===== src/rtl/hazard_pkg.sv =====
// Shared defaults, bypass-select constant and scoreboard entry type for the
// pipeline hazard controller.
package hazard_pkg;

    localparam int unsigned RA_W_DEF       = 5;
    localparam int unsigned DEPTH_DEF      = 3;
    localparam int unsigned LOAD_STAGE_DEF = 2;
    localparam int unsigned CNT_W_DEF      = 16;

    // Widest register address an entry can carry; narrower addresses are
    // zero-extended on entry so one struct type serves every RA_W.
    localparam int unsigned RA_MAX = 16;

    // Operand select value meaning "take the register file"
    localparam int unsigned BYP_RF = 0;

    typedef struct packed {
        logic              valid;
        logic [RA_MAX-1:0] rd;
        logic              we;
        logic              is_load;
    } sb_entry_t;

endpackage


===== src/rtl/hazard_src_match.sv =====
// Finds the youngest scoreboard stage writing one decode source register and
// reports whether that producer is a load.
module hazard_src_match
    import hazard_pkg::*;
#(
    parameter int unsigned RA_W  = RA_W_DEF,
    parameter int unsigned DEPTH = DEPTH_DEF,
    parameter int unsigned SEL_W = $clog2(DEPTH_DEF + 1)
) (
    input  logic [RA_W-1:0]  src,
    input  logic             use_src,
    input  sb_entry_t        sb [DEPTH],
    output logic [SEL_W-1:0] sel,
    output logic             hit_load
);

    // Scan oldest to youngest so the last hit (smallest stage) wins; r0 never matches
    always_comb begin
        sel      = SEL_W'(BYP_RF);
        hit_load = 1'b0;
        if (use_src && (src != '0)) begin
            for (int unsigned i = 0; i < DEPTH; i++) begin
                if (sb[DEPTH-1-i].valid && sb[DEPTH-1-i].we &&
                    (sb[DEPTH-1-i].rd == RA_MAX'(src))) begin
                    sel      = SEL_W'(DEPTH - i);
                    hit_load = sb[DEPTH-1-i].is_load;
                end
            end
        end
    end

endmodule


===== src/rtl/hazard_ctrl.sv =====
// Pipeline hazard controller: tracks post-decode producers, selects bypass
// sources, and raises stall/bubble/flush for load-use, redirect and freeze.
module hazard_ctrl
    import hazard_pkg::*;
#(
    parameter int unsigned RA_W       = RA_W_DEF,
    parameter int unsigned DEPTH      = DEPTH_DEF,
    parameter int unsigned LOAD_STAGE = LOAD_STAGE_DEF,
    parameter int unsigned CNT_W      = CNT_W_DEF
) (
    input  logic                       clock,
    input  logic                       reset,
    input  logic                       id_valid,
    input  logic [RA_W-1:0]            id_rs_a,
    input  logic [RA_W-1:0]            id_rs_b,
    input  logic                       id_use_a,
    input  logic                       id_use_b,
    input  logic [RA_W-1:0]            id_rd,
    input  logic                       id_we,
    input  logic                       id_is_load,
    input  logic                       ex_redirect,
    input  logic                       ext_stall,
    output logic                       stall_f_d,
    output logic                       bubble_x,
    output logic                       flush_f_d,
    output logic [$clog2(DEPTH+1)-1:0] byp_a_sel,
    output logic [$clog2(DEPTH+1)-1:0] byp_b_sel,
    output logic [DEPTH-1:0]           occ,
    output logic [CNT_W-1:0]           stall_count
);

    localparam int unsigned SEL_W = $clog2(DEPTH + 1);

    // sb[k-1] describes the instruction currently in stage k
    sb_entry_t        sb [DEPTH];
    logic [SEL_W-1:0] a_sel, b_sel;
    logic             a_load, b_load;
    logic             load_use;

    hazard_src_match #(.RA_W(RA_W), .DEPTH(DEPTH), .SEL_W(SEL_W)) u_match_a (
        .src      (id_rs_a),
        .use_src  (id_use_a),
        .sb       (sb),
        .sel      (a_sel),
        .hit_load (a_load)
    );

    hazard_src_match #(.RA_W(RA_W), .DEPTH(DEPTH), .SEL_W(SEL_W)) u_match_b (
        .src      (id_rs_b),
        .use_src  (id_use_b),
        .sb       (sb),
        .sel      (b_sel),
        .hit_load (b_load)
    );

    // A used source whose youngest producer is a load too early to bypass
    always_comb begin
        load_use = id_valid &&
                   ((a_load && (32'(a_sel) < LOAD_STAGE)) ||
                    (b_load && (32'(b_sel) < LOAD_STAGE)));
    end

    // Control priority: external freeze, then redirect, then load-use
    always_comb begin
        stall_f_d = 1'b0;
        bubble_x  = 1'b0;
        flush_f_d = 1'b0;
        if (ext_stall) begin
            stall_f_d = 1'b1;
        end else if (ex_redirect) begin
            flush_f_d = 1'b1;
            bubble_x  = 1'b1;
        end else if (load_use) begin
            stall_f_d = 1'b1;
            bubble_x  = 1'b1;
        end
        byp_a_sel = a_sel;
        byp_b_sel = b_sel;
    end

    // Expose stage valid bits directly
    always_comb begin
        for (int unsigned k = 0; k < DEPTH; k++) begin
            occ[k] = sb[k].valid;
        end
    end

    // Scoreboard shift and saturating load-use stall counter, on the pipeline's falling edge
    always_ff @(negedge clock or posedge reset) begin
        if (reset) begin
            for (int unsigned k = 0; k < DEPTH; k++) begin
                sb[k] <= '0;
            end
            stall_count <= '0;
        end else if (!ext_stall) begin
            for (int unsigned k = DEPTH - 1; k > 0; k--) begin
                sb[k] <= sb[k-1];
            end
            if (id_valid && !bubble_x) begin
                sb[0] <= '{valid: 1'b1, rd: RA_MAX'(id_rd), we: id_we, is_load: id_is_load};
            end else begin
                sb[0] <= '0;
            end
            if (load_use && !ex_redirect && (stall_count != '1)) begin
                stall_count <= stall_count + CNT_W'(1);
            end
        end
    end

endmodule


===== config.mk =====
export PLATFORM = sky130hd
export DESIGN_NAME = hazard_ctrl
export DESIGN_NICKNAME = d
export VERILOG_FILES = /design/src/rtl/hazard_pkg.sv /design/src/rtl/hazard_src_match.sv /design/src/rtl/hazard_ctrl.sv
export SDC_FILE = /design/constraint.sdc
export NUM_CORES = 1
export LEC_CHECK = 0
export BUFFER_PORTS_ARGS = -buffer_cell sky130_fd_sc_hd__clkbuf_2
export CORE_ASPECT_RATIO = 1.1
export CORE_MARGIN = 1
export CORE_UTILIZATION = 53
export DETAILED_ROUTE_END_ITERATION = 10
export PLACE_DENSITY = 0.79
export SYNTH_ARGS = -nofsm -noshare
export SYNTH_HDL_FRONTEND = slang
export SYNTH_SLANG_ARGS = --single-unit

===== constraint.sdc =====
create_clock -name clock -period 3.9 [get_ports clock]
set_clock_uncertainty 0.1 [all_clocks]
set_input_delay 0.975 -clock clock [delete_from_list [all_inputs] [get_ports clock]]
set_output_delay 0.975 -clock clock [all_outputs]
set_load 0.005 [all_outputs]

======== Word-level counts from Yosys, hierarchy flattened ========
Index checks and enable logic that the tools add are counted.
cells by class
  bitwise logic cells ..................... 1
  div/mod/pow operators ................... 0
  reduce and logical (&&, ||, !) cells .... 23
  multiply operators ...................... 0
  multiplexer cells ....................... 24
  magnitude comparators ................... 2
  shifts and indexed selects .............. 0
  add/sub/neg operators ................... 1
  eq/ne operators ......................... 7
operator list
  kind                     count
  $eq A16 B5 Y1            6
  $mux W19                 1
  $logic_and A1 B1 Y1      17
  $add A16 B1 Y16 const B  1
  $mux W2                  8
  $ne A16 B16 Y1 const B   1
  $mux W1                  15
  $reduce_bool A5 Y1       2
  $lt A2 B2 Y1 const B     2
  $logic_not A1 Y1         2
  $reduce_and A2 Y1        1
  $logic_or A1 B1 Y1       1
  $not A1 Y1               1
word-level totals
  register bits ........................... 73
  word-level logic and storage cells ...... 71
  memories ................................ 0
  input port bits ......................... 24
  bits in latches ......................... 0
  bits in writable memories ............... 0
  output and inout port bits .............. 26
  memory bits (read-only) ................. 0

======== Longest topological paths before layout ========
  depth in word-level cells ............... 16
  depth in mapped cells ................... 8
  mapped depth without buffers ............ 7

======== By module ========
Synthesis repeated with hierarchy kept, for this count alone.
second synthesis, totals
  cell total of the unflattened synthesis .. 252
  area total of the unflattened synthesis .. 2673.8 µm²
modules (own cells, without submodules)
  module            cells each  area an instance (µm²)  instances  sequential area each (µm²)
  hazard_ctrl       138         1843.0                  1          1001.0
  hazard_src_match  57          415.4                   2          0.0

==> flow_summary.yaml <==
status:
  outcome: "complete, but fails checks"
  failing_checks: "negative setup slack"
die:
  std_cell_rows: 23
  fp.dieArea_um2: 4139
  die_height_um: 67.38
  floorplan.initialDensity: 0.5591
  io_pins: 50
  design.core.area_um2: 3684
  die_x_um: 61.44
yosys:
  ys_warn_count: 0
  synth_compound_gate_area_share: 0.06804
  synth_enable_flop_cells: 0
  synth_ff_type: "dfrtn_1"
  synth_mux_area_frac: 0.08202
  syn-instance-count: 190
  synthesis.area_per_instance_um2: 10.84
  synth_sequential_area_ratio: 0.4617
  synth_xor_area_frac: 0.1950
  synthAdderAreaFrac: 0.006075
  netlist.top_cell.by_area: "dfrtn_1"
  synth-simple-area-share: 0.1592
  yosys.cell_types.count: 31
  synthTopCellsByArea: "dfrtn_1 46%, xor2_1 12%, mux2_2 8.2%"
  synth_largest_type_area_fraction: 0.4617
  synth_nets: 215
  mappedNetlistArea_um2: 2059
  yosys_register_bits: 38
  asyncSetResetFlopFracSynth: 1.000
  synth_top_family_by_area: "XOR/XNOR gates"
place:
  dp.final_hpwl_mm: 3.741
  gp_congestion: 0.9540
  io_buffers: 49
  cell_count_after_placement: 319
  placed_cell_area_um2: 2650
worst_setup_path:
  timing.critical_path.buf_inv: 1
  rr_endpoint: "stall_count[11]"
  timing.critical_path.cells: "xor2_1 > or4_4 > or4_4 > nand2_4 > a21oi_1 > nor2_1 > buf_2"
  critical_path_sink_type: "primary output"
  cp_top_family: "simple AND/OR/NAND/NOR gates"
  critPathSlowestCell: "or4_4"
  path_common_cell: "or4_4"
  worstPathMaxFanout: 3
  worst_setup_path_start_kind: "flip-flop"
  rr_startpoint: "sb[42]"
  data_required_critical_path_ns: 2.82
  timing.critical_path.arrival_ns: 4.17
  ff2ff_path_depth: 7
  critPathKind: "flip-flop to primary output"
  slowest_delay_ns: 0.55
  r2r_setup_slack_ns: 1.04
drt:
  first_pass_iters: 4
  drt.antenna.violating_nets: 0
  via_count: 1965
  detailed_route_drc_error_count: 0
  via_per_inst: 5.614
  wire_per_inst_um: 17.74
  routed_wl_mm: 6.209
  drt-initial-drc-count: 110
timing:
  worst_hold_slack_ns: 0.3617
  rsz_0062_raised_after_global_routing: "yes"
  finalSetupViolations: 35
  worst_max_slew_margin_expressed_relative_to_the_limit: 0.7783
  layout_setup_ws_ns: -1.345
  final_max_slew_viol_count: 0
  tightestPinTransition_ns: 0.3298
  report.final.hold_viol_count: 0
power:
  power_frac_comb: 0.156
  seq_power_share: 0.429
  share_clk_of_total_power: 0.415
  switching_share: 0.2361
  peakVddDrop_mv: 0.3120
  report.power.total_uw: 1013
  total_switching_power_uw: 239.2
  cell_internal_pwr_uw: 773.8
  power_density_nw_per_um2: 321.4
  power.leakage_uw: 0.001692
clocking:
  number_of_clock_sinks: 38
  path_clk_slew_ns: 0.05
  tritoncts: "done"
  clk-insertion-delay-late_ns: 0.30
  postCtsHoldBufs: 0
  numCtsBuffers: 5
  htree_num_levels: 2
  cts.path.max_buffers: 2
  clock-root-buffer: "clkbuf_8"
global_routing:
  antenna_found_initial: 0
  grt_pass1_wl_mm: 8.728
  vias_in_the_first_global_route: 1949
  global_route.usage.total: 0.2997
  grt_start_max_net_pins: 39
  globalRouteOverflowTotal: 0
final_layout:
  postLayoutCoreUtil: 0.8556
  area_delta_synth_final_pct: 53.04
  instances_no_fill: 350
  drive_above_1_share: 0.5300
  layout_commonest_cell: "buf_4"
  most-common-layout-cells: "54 x buf_4, 41 x clkbuf_2, 38 x dfrtn_1, 29 x xor2_1"
  insertedDiodeCount: 0
  layout.cell_area.non_filler_um2: 3152
  final.fill_count: 204
  fin_nets: 324
min_path:
  worst_hold_path.endpoint: "stall_count[5]"
  timing.hold.worst.class: "flip-flop to flip-flop"
  timing.hold.worst.start: "stall_count[5]"
  hold-path-cell-count: 1
job:
  drv_cap: 0
worst max path at each step:
stage / from / end / cells past startpoint
CTS: sb[42] / bubble_x / 7
global placement: id_rs_a[2] / stall_count[11] / 7
finish: sb[42] / bubble_x / 7
detailed placement: id_rs_a[2] / stall_count[15] / 8
global route: sb[42] / bubble_x / 7
floorplan: id_rs_a[2] / stall_count[11] / 6
cell usage after synthesis, types with 3 or more instances:
master     n
nand2_1   10
dfrtn_1   38
xor2_1    29
nand4_1    7
mux2_2    15
inv_1      5
a22o_1     7
nor4_1     6
nor3_1     7
xnor2_1   15
nand3_1    5
or4_1      5
nor2_1    12
buf_4      3
clkbuf_1   3
logic make-up after synthesis:
logic type | after synthesis
and+or+nand+nor | 61
adders and majority gates | 1
xor gates and xnor gates | 45
AOI/OAI and AO/OA | 18
buffers and inverters | 12
muxes | 15
DFF | 38
metal layers:
layer	global-route usage	part of all wire
met1	0.3020	0.38
met3	0.05747	0.055
met5	0	0
met2	0.5883	0.54
met4	0.1139	0.027
sequential cells by signal, summed over array words and instances (netlist names):
name         flops
sb              19
stall_count     16
occ              3
final cells by class:
| type | instances | area, µm² | area share |
|---|---|---|---|
| clock inverter | 2 | 60.06 | 0.01906 |
| timing repair buffer | 109 | 754.5 | 0.2394 |
| tap | 50 | 62.56 | 0.01985 |
| clock buffer | 6 | 82.58 | 0.02620 |
| inverter | 5 | 18.77 | 0.005955 |
| sequential | 38 | 950.9 | 0.3017 |
| multi-input combinational | 140 | 1222 | 0.3879 |
power groups by stage:
stage	clock, µW	combinational [µW]	sequential [µW]
finish	421	158	435
global route	432	169	436
CTS	418	147	433
detailed placement	0	139	440
global placement	0	134	439
floorplan	0	70.0	438
timing repair:
action,in CTS,in global routing
cloned,1,0
gates resized for setup,31,15
setup buffers,18,5
endpoints found under the setup margin,47,38
pin swaps,11,6
stage by stage:
step | worst slack (ns) | TNS (ns)
after floorplan | -1.170 | -24.56
after global placement | -1.352 | -32.35
after detailed placement | -1.403 | -33.13
after CTS | -1.318 | -27.32
after global routing | -1.418 | -30.62
final | -1.345 | -29.19
(Power assumes the default switching activity.)
